===== src/rtl/alu_control_sequencer_pkg.sv =====
// Shared constants for the ALU control sequencer: state codes, opcodes,
// ALU select codes, IR field positions and the registered strobe bundle.
package cpu_ctrl_pkg;

    localparam logic [2:0] IDLE = 3'd0;
    localparam logic [2:0] T0   = 3'd1;
    localparam logic [2:0] T1   = 3'd2;
    localparam logic [2:0] T2   = 3'd3;
    localparam logic [2:0] T3   = 3'd4;
    localparam logic [2:0] T4   = 3'd5;
    localparam logic [2:0] T5   = 3'd6;
    localparam logic [2:0] DONE = 3'd7;

    localparam logic [4:0] OP_ADD = 5'd3;
    localparam logic [4:0] OP_SUB = 5'd4;
    localparam logic [4:0] OP_AND = 5'd9;
    localparam logic [4:0] OP_OR  = 5'd10;

    localparam logic [4:0] ALU_ADD = 5'd1;
    localparam logic [4:0] ALU_SUB = 5'd2;
    localparam logic [4:0] ALU_AND = 5'd3;
    localparam logic [4:0] ALU_OR  = 5'd4;

    localparam int OPC_LSB = 27;
    localparam int RA_LSB  = 23;
    localparam int RB_LSB  = 19;
    localparam int RC_LSB  = 15;

    typedef struct packed {
        logic       PCout;
        logic       PCin;
        logic       IncPC;
        logic       MARin;
        logic       MDRin;
        logic       MDRout;
        logic       Read;
        logic       IRin;
        logic       Yin;
        logic       Zin;
        logic       Zlowout;
        logic       busy;
        logic       done;
        logic [4:0] alu_sel;
    } strobe_t;

    // Zero means the opcode is not supported by this sequencer.
    function automatic logic [4:0] alu_map(input logic [4:0] opcode);
        case (opcode)
            OP_ADD:  alu_map = ALU_ADD;
            OP_SUB:  alu_map = ALU_SUB;
            OP_AND:  alu_map = ALU_AND;
            OP_OR:   alu_map = ALU_OR;
            default: alu_map = 5'd0;
        endcase
    endfunction

endpackage


===== src/rtl/alu_control_sequencer_if.sv =====
// Control/datapath boundary of the ALU sequencer: requests and IR in,
// micro-step strobes and status out.
interface alu_control_sequencer_if #(
    parameter int NREGS = 16
);
    logic             start;
    logic             run;
    logic [31:0]      ir;
    logic             PCout;
    logic             PCin;
    logic             IncPC;
    logic             MARin;
    logic             MDRin;
    logic             MDRout;
    logic             Read;
    logic             IRin;
    logic             Yin;
    logic             Zin;
    logic             Zlowout;
    logic [NREGS-1:0] reg_in;
    logic [NREGS-1:0] reg_out;
    logic [4:0]       ALU_Sel;
    logic             busy;
    logic             done;
    logic             illegal;

    modport master (
        input  start, run, ir,
        output PCout, PCin, IncPC, MARin, MDRin, MDRout, Read, IRin, Yin, Zin,
               Zlowout, reg_in, reg_out, ALU_Sel, busy, done, illegal
    );

    modport slave (
        output start, run, ir,
        input  PCout, PCin, IncPC, MARin, MDRin, MDRout, Read, IRin, Yin, Zin,
               Zlowout, reg_in, reg_out, ALU_Sel, busy, done, illegal
    );
endinterface


===== src/rtl/alu_control_sequencer_reg_onehot_decode.sv =====
// 4-bit register index plus enable to a one-hot register enable vector.
module reg_onehot_decode #(
    parameter int NREGS = 16
) (
    input  logic [3:0]       idx,
    input  logic             en,
    output logic [NREGS-1:0] onehot
);
    always_comb begin
        onehot = '0;
        if (en && (32'(idx) < NREGS)) begin
            onehot[idx] = 1'b1;
        end
    end
endmodule


===== src/rtl/alu_control_sequencer.sv =====
// Hardwired fetch/execute sequencer for three-register ALU instructions.
// Outputs are registered from the next state so each strobe covers its whole state.
//
//   state | meaning
//   IDLE  | waiting for start
//   T0    | PC to MAR, increment PC into Z
//   T1    | Z to PC (first cycle), memory read held MEM_WAIT cycles
//   T2    | MDR to IR
//   T3    | decode; Rb to Y, or flag illegal and return to IDLE
//   T4    | Rc on bus, ALU result into Z
//   T5    | Z to Ra
//   DONE  | one-cycle done pulse, loop to T0 while run is high
module alu_control_sequencer
    import cpu_ctrl_pkg::*;
#(
    parameter int MEM_WAIT = 2,
    parameter int NREGS    = 16
) (
    input logic                     Clock,
    input logic                     clr,
    alu_control_sequencer_if.master bus
);
    logic [2:0]       state_q, state_d;
    logic [3:0]       wait_q, wait_d;
    logic             illegal_q, illegal_d;
    strobe_t          str_q, str_d;
    logic [NREGS-1:0] reg_in_q, reg_in_d, reg_out_q, reg_out_d;
    logic [3:0]       in_idx, out_idx;
    logic             in_en, out_en;
    logic [4:0]       opcode, alu_code;
    logic             op_ok;
    logic [3:0]       ra, rb, rc;
    logic             unused_ir;

    assign opcode    = bus.ir[OPC_LSB +: 5];
    assign ra        = bus.ir[RA_LSB +: 4];
    assign rb        = bus.ir[RB_LSB +: 4];
    assign rc        = bus.ir[RC_LSB +: 4];
    assign unused_ir = ^bus.ir[RC_LSB-1:0];
    assign alu_code  = alu_map(opcode);
    assign op_ok     = (alu_code != 5'd0);

    always_comb begin
        state_d = state_q;
        wait_d  = wait_q;
        case (state_q)
            IDLE: if (bus.start) state_d = T0;
            T0: begin
                state_d = T1;
                wait_d  = 4'(MEM_WAIT - 1);
            end
            T1: begin
                if (wait_q == 4'd0) state_d = T2;
                else                wait_d  = wait_q - 4'd1;
            end
            T2:      state_d = T3;
            T3:      state_d = op_ok ? T4 : IDLE;
            T4:      state_d = T5;
            T5:      state_d = DONE;
            DONE:    state_d = bus.run ? T0 : IDLE;
            default: state_d = IDLE;
        endcase
    end

    // The IR must already hold the instruction when leaving T2: T3 strobes are decided then.
    always_comb begin
        str_d   = '0;
        in_en   = 1'b0;
        out_en  = 1'b0;
        in_idx  = ra;
        out_idx = rb;
        case (state_d)
            T0: begin
                str_d.PCout = 1'b1;
                str_d.MARin = 1'b1;
                str_d.IncPC = 1'b1;
                str_d.Zin   = 1'b1;
            end
            T1: begin
                str_d.Read  = 1'b1;
                str_d.MDRin = 1'b1;
                if (state_q == T0) begin
                    str_d.Zlowout = 1'b1;
                    str_d.PCin    = 1'b1;
                end
            end
            T2: begin
                str_d.MDRout = 1'b1;
                str_d.IRin   = 1'b1;
            end
            T3: begin
                if (op_ok) begin
                    out_en    = 1'b1;
                    str_d.Yin = 1'b1;
                end
            end
            T4: begin
                out_en        = 1'b1;
                out_idx       = rc;
                str_d.Zin     = 1'b1;
                str_d.alu_sel = alu_code;
            end
            T5: begin
                in_en         = 1'b1;
                str_d.Zlowout = 1'b1;
                str_d.alu_sel = str_q.alu_sel;
            end
            DONE:    str_d.done = 1'b1;
            default: ;
        endcase
        str_d.busy = (state_d != IDLE) && (state_d != DONE);
    end

    always_comb begin
        illegal_d = illegal_q;
        if ((state_q == IDLE) && bus.start) illegal_d = 1'b0;
        else if ((state_q == T3) && !op_ok) illegal_d = 1'b1;
    end

    reg_onehot_decode #(.NREGS(NREGS)) u_dec_in (
        .idx    (in_idx),
        .en     (in_en),
        .onehot (reg_in_d)
    );

    reg_onehot_decode #(.NREGS(NREGS)) u_dec_out (
        .idx    (out_idx),
        .en     (out_en),
        .onehot (reg_out_d)
    );

    always_ff @(posedge Clock or negedge clr) begin
        if (!clr) begin
            state_q   <= IDLE;
            wait_q    <= 4'd0;
            illegal_q <= 1'b0;
            str_q     <= '0;
            reg_in_q  <= '0;
            reg_out_q <= '0;
        end else begin
            state_q   <= state_d;
            wait_q    <= wait_d;
            illegal_q <= illegal_d;
            str_q     <= str_d;
            reg_in_q  <= reg_in_d;
            reg_out_q <= reg_out_d;
        end
    end

    assign bus.PCout   = str_q.PCout;
    assign bus.PCin    = str_q.PCin;
    assign bus.IncPC   = str_q.IncPC;
    assign bus.MARin   = str_q.MARin;
    assign bus.MDRin   = str_q.MDRin;
    assign bus.MDRout  = str_q.MDRout;
    assign bus.Read    = str_q.Read;
    assign bus.IRin    = str_q.IRin;
    assign bus.Yin     = str_q.Yin;
    assign bus.Zin     = str_q.Zin;
    assign bus.Zlowout = str_q.Zlowout;
    assign bus.ALU_Sel = str_q.alu_sel;
    assign bus.busy    = str_q.busy;
    assign bus.done    = str_q.done;
    assign bus.reg_in  = reg_in_q;
    assign bus.reg_out = reg_out_q;
    assign bus.illegal = illegal_q;
endmodule


===== src/flat_wrapper.sv =====
// flat-port wrapper written by rule: the top's interface ports become plain ports
module alu_control_sequencer_flat import cpu_ctrl_pkg::*;
#(
    parameter int MEM_WAIT = 2,
    parameter int NREGS    = 16
)
  (Clock, clr, bus_start, bus_run, bus_ir, bus_PCout, bus_PCin, bus_IncPC, bus_MARin, bus_MDRin, bus_MDRout, bus_Read, bus_IRin, bus_Yin, bus_Zin, bus_Zlowout, bus_reg_in, bus_reg_out, bus_ALU_Sel, bus_busy, bus_done, bus_illegal);
  alu_control_sequencer_if #(.NREGS(NREGS)) bus_i ();
  input logic Clock;
  input logic clr;
  input wire logic [$bits(bus_i.start)-1:0] bus_start;
  input wire logic [$bits(bus_i.run)-1:0] bus_run;
  input wire logic [$bits(bus_i.ir)-1:0] bus_ir;
  output wire logic [$bits(bus_i.PCout)-1:0] bus_PCout;
  output wire logic [$bits(bus_i.PCin)-1:0] bus_PCin;
  output wire logic [$bits(bus_i.IncPC)-1:0] bus_IncPC;
  output wire logic [$bits(bus_i.MARin)-1:0] bus_MARin;
  output wire logic [$bits(bus_i.MDRin)-1:0] bus_MDRin;
  output wire logic [$bits(bus_i.MDRout)-1:0] bus_MDRout;
  output wire logic [$bits(bus_i.Read)-1:0] bus_Read;
  output wire logic [$bits(bus_i.IRin)-1:0] bus_IRin;
  output wire logic [$bits(bus_i.Yin)-1:0] bus_Yin;
  output wire logic [$bits(bus_i.Zin)-1:0] bus_Zin;
  output wire logic [$bits(bus_i.Zlowout)-1:0] bus_Zlowout;
  output wire logic [$bits(bus_i.reg_in)-1:0] bus_reg_in;
  output wire logic [$bits(bus_i.reg_out)-1:0] bus_reg_out;
  output wire logic [$bits(bus_i.ALU_Sel)-1:0] bus_ALU_Sel;
  output wire logic [$bits(bus_i.busy)-1:0] bus_busy;
  output wire logic [$bits(bus_i.done)-1:0] bus_done;
  output wire logic [$bits(bus_i.illegal)-1:0] bus_illegal;
  assign bus_i.start = bus_start;
  assign bus_i.run = bus_run;
  assign bus_i.ir = bus_ir;
  assign bus_PCout = bus_i.PCout;
  assign bus_PCin = bus_i.PCin;
  assign bus_IncPC = bus_i.IncPC;
  assign bus_MARin = bus_i.MARin;
  assign bus_MDRin = bus_i.MDRin;
  assign bus_MDRout = bus_i.MDRout;
  assign bus_Read = bus_i.Read;
  assign bus_IRin = bus_i.IRin;
  assign bus_Yin = bus_i.Yin;
  assign bus_Zin = bus_i.Zin;
  assign bus_Zlowout = bus_i.Zlowout;
  assign bus_reg_in = bus_i.reg_in;
  assign bus_reg_out = bus_i.reg_out;
  assign bus_ALU_Sel = bus_i.ALU_Sel;
  assign bus_busy = bus_i.busy;
  assign bus_done = bus_i.done;
  assign bus_illegal = bus_i.illegal;
  alu_control_sequencer #(.MEM_WAIT(MEM_WAIT), .NREGS(NREGS)) u_core (.Clock(Clock), .clr(clr), .bus(bus_i));
endmodule

===== config.mk =====
export PLATFORM = sky130hd
export DESIGN_NAME = alu_control_sequencer_flat
export DESIGN_NICKNAME = d
export VERILOG_FILES = /design/src/rtl/alu_control_sequencer_pkg.sv /design/src/rtl/alu_control_sequencer_if.sv /design/src/rtl/alu_control_sequencer_reg_onehot_decode.sv /design/src/rtl/alu_control_sequencer.sv /design/src/flat_wrapper.sv
export SDC_FILE = /design/constraint.sdc
export NUM_CORES = 1
export LEC_CHECK = 0
export ABC_AREA = 1
export CAP_MARGIN = 20
export CELL_PAD_IN_SITES_DETAIL_PLACEMENT = 0
export CELL_PAD_IN_SITES_GLOBAL_PLACEMENT = 1
export CORE_MARGIN = 2
export CORE_UTILIZATION = 29
export CTS_CLUSTER_DIAMETER = 80
export DETAILED_ROUTE_END_ITERATION = 8
export PLACE_DENSITY_LB_ADDON = 0.1
export SETUP_SLACK_MARGIN = 0.1
export SLEW_MARGIN = 10
export SYNTH_ARGS = -nofsm -noshare
export SYNTH_HDL_FRONTEND = slang
export SYNTH_SLANG_ARGS = --single-unit

===== constraint.sdc =====
create_clock -name Clock -period 1.9 [get_ports Clock]
set_input_delay 0.285 -clock Clock [delete_from_list [all_inputs] [get_ports Clock]]
set_output_delay 0.285 -clock Clock [all_outputs]
set_load 0.005 [all_outputs]

==> results.yml <==
run_status:
  violations: "negative setup slack"
  outcome: "complete, but fails checks"
synth:
  synth_cell_types: 32
  synth_ff_type: "dfrtp_1"
  synth_top_area_share_pct: 55.6
  synth_edf_count: 0
  ys_seq_elements: 52
  yosys-top-cells-area: "dfrtp_1, nor2_1, nand2_1, inv_1, ha_1"
  ys_seq_area_share_pct: 55.6
  synth.most_common_cell: "nor2_1"
  synth_top_area_cell: "dfrtp_1"
  synth_async_sr_flop_share_pct: 100
  syn_area_per_cell_um2: 9.32
  synth_common_cells: "nor2_1, dfrtp_1, nand2_1, inv_1, nand3_1"
  netlist_instances: 251
  yosys_warnings: 0
  syn_area_um2: 2340
cts:
  cts_htree_levels: 2
  cts_root_buf: "clkbuf_8"
  clk_pin_slew_ps: 100
  cts-buffers-inserted: 5
  tritoncts: "done"
  cts_buffer_depth: 2
  clk_latency_ps: 300
  clock_sinks: 52
worst_setup_path:
  r2r-start: "u_core.state_q[0]$_DFF_PN0_"
  worstSetupStartpoint: "u_core.state_q[0]$_DFF_PN0_"
  start_kind: "register"
  crit_end: "u_core.bus.reg_out[6]$_DFF_PN0_"
  path_max_fanout: 4
  crit_arrival_ps: 2270
  crit_type: "reg -> reg"
  rrSetupSlack_ps: -130
  timing.rr.end: "u_core.bus.reg_out[6]$_DFF_PN0_"
  cp.required_ps: 2140
  cp-end-kind: "register"
  reg2reg_depth: 11
die:
  pin_count: 87
  rows: 32
  die_w_um: 93.8
  die_h_um: 93.8
  dieArea_um2: 8800
  core_region_area_um2: 7770
  initial_core_util_pct: 30.1
finish:
  antenna_cells: 0
  area_growth_pct: 68.7
  fin_cells: 470
  layout-drive-gt1-share_pct: 38.6
  final_net_count: 409
routing:
  wl_mm: 5.55
  drtIter0Drc: 35
  routedWlPerCell_um: 11.8
  ant_nets: 0
  dr_total_vias: 1989
  drc_errors: 0
  viasPerCell: 4.23
  dr.pass1.iters: 4
timing:
  timing.fmax_ghz: 0.492
  timing.final.crit_period_ps: 2030
  hold_viol: 0
  skew_ps: 9.67
  drv_slew: 0
  timing.final.crit_share_pct: 107
  setup_viol: 24
  setup_slack_ps: -134
  rsz0062_at_grt: "yes"
  setup_tns_ps: -2390
pwr:
  switching_share_pct: 42.0
  p_sw_w: 0.00274
  p_leak_nw: 1.79
  combPwrFrac_pct: 66.6
  p_clk_share_pct: 11.8
  power.density_nw_per_um2: 1650
  internal-power_w: 0.00379
  power_frac_seq_pct: 21.6
  ir_worst_vdd_mv: 0.763
hold_path:
  hold_class: "in -> async"
place:
  numPortBuffers: 69
  gp_congestion: 0.806
  dpl.cell_count: 446
  dp_hpwl_mm: 4.09
global_route:
  antenna_found_initial: 0
  track_usage_pct: 13.2
  grt-ovfl-total: 0
  grt_max_degree: 25
  grt_pass1_vias: 1921
  grt_first_pass_wirelength_mm: 9.07
job:
  maxCapViolCount: 0
-- logic make-up (layout without fill, tap and decap cells) --
family / after synthesis / count (layout) / share of synthesized area, %
AND/OR/NAND/NOR: 129 / 130 / 25.8
flip-flops: 52 / 52 / 55.6
buffers and inverters: 40 / 155 / 7.86
AO/OA/AOI/OAI: 23 / 23 / 7.38
adder cells (fa/ha/maj): 6 / 6 / 3.21
other: 1 / 2 / 0.160
-- state kept, by name (all words and copies together), names as in the netlist --
| register | cells |
|---|---|
| u_core.bus.Yin | 1 |
| u_core.bus.done | 1 |
| u_core.bus.IncPC | 1 |
| u_core.bus.busy | 1 |
| u_core.state_q | 3 |
| u_core.bus.Zin | 1 |
| u_core.bus.reg_in | 16 |
| u_core.bus.ALU_Sel | 3 |
| u_core.bus.MDRout | 1 |
| u_core.bus.reg_out | 16 |
| u_core.bus.MDRin | 1 |
| u_core.bus.Zlowout | 1 |
| u_core.wait_q | 4 |
| u_core.bus.PCin | 1 |
| u_core.bus.illegal | 1 |
-- metrics by stage --
| step | area, um2 | worst slack, ps | hold slack [ps] | total power [W] | utilization, % |
|---|---|---|---|---|---|
| 6_report | 3950 | -134 | 431 | 0.00653 | 50.8 |
| 5_1_grt | 3950 | -261 | 466 | 0.00701 | 50.8 |
| 4_1_cts | 3750 | -109 | 450 | 0.00599 | 48.3 |
| 3_5_place_dp | 3360 | -330 | 236 | 0.00429 | 43.2 |
| 3_3_place_gp | 3360 | -284 | 232 | 0.00429 | 43.2 |
| 2_1_floorplan | 2360 | 90.3 | -10.6 | 0.00306 | - |
-- what timing repair did --
action,4_1_cts,5_1_grt
hold buffers,1,0
gates cloned,1,0
gates resized for setup,42,53
endpoints found under the hold margin,14,0
buffers inserted,11,4
endpoints found under the setup margin,37,46
pin swaps,28,12
-- worst max-delay path, stage by stage, from the launching register on --
cell      delay (ps)
dfrtp_1          430
inv_2            130
ha_4             160
nand2_4           60
nand3_4          100
nor2_4            60
nand2_2           80
a21boi_4         270
nand2_2          120
o21ai_4          290
nand3_4          140
nor2_1           130
-- worst min path at each step --
stage / slack [ps] / startpoint / to
after CTS: 450 / clr / u_core.bus.Yin$_DFF_PN0_
final: 430 / clr / u_core.bus.Yin$_DFF_PN0_
after detailed placement: 240 / clr / u_core.wait_q[1]$_DFFE_PN0P_
after global routing: 470 / clr / u_core.bus.Yin$_DFF_PN0_
after floorplan: -10 / clr / u_core.bus.ALU_Sel[0]$_DFFE_PN0N_
after global placement: 230 / clr / u_core.wait_q[1]$_DFFE_PN0P_
-- power groups by stage --
| stage | Combinational (W) | Clock, W | Sequential, W |
|---|---|---|---|
| 2_1_floorplan | 0.00165 | 0 | 0.00141 |
| 3_3_place_gp | 0.00286 | 0 | 0.00143 |
| 3_5_place_dp | 0.00286 | 0 | 0.00143 |
| 4_1_cts | 0.00380 | 0.000782 | 0.00141 |
| 5_1_grt | 0.00474 | 0.000835 | 0.00144 |
| 6_report | 0.00435 | 0.000768 | 0.00141 |
-- area by class of cell --
type | count | area [um2]
fillers | 724 | 3820
flip-flops and latches | 52 | 1300
multi-input cells | 161 | 1170
repair buffers | 115 | 1100
inverters | 32 | 138
well taps | 102 | 128
clock buffers | 6 | 72.6
clock inverters | 2 | 38.8
-- per-layer routing --
metal	track usage [%]	wire length, um
met5	0	0
met4	4.35	98
met3	2.41	237
met2	22.0	2640
met1	17.4	2570
-- placed cells by master, fill, tap and decap left out, types with 5 or more instances in the layout --
cell type / Yosys / layout
dfrtp_1: 52 / 52
nand3_1: 10 / 6
inv_2: 5 / 7
buf_6: 1 / 8
inv_1: 27 / 22
clkbuf_8: 0 / 5
nor2_1: 53 / 31
nor2_4: 2 / 6
nand2_4: 2 / 5
nand3_4: 1 / 8
nor2_2: 2 / 21
clkdlybuf4s50_1: 0 / 68
buf_4: 7 / 34
nand2_1: 43 / 21
nand2_2: 8 / 24
Note: power is estimated with default switching activity, not from simulation.
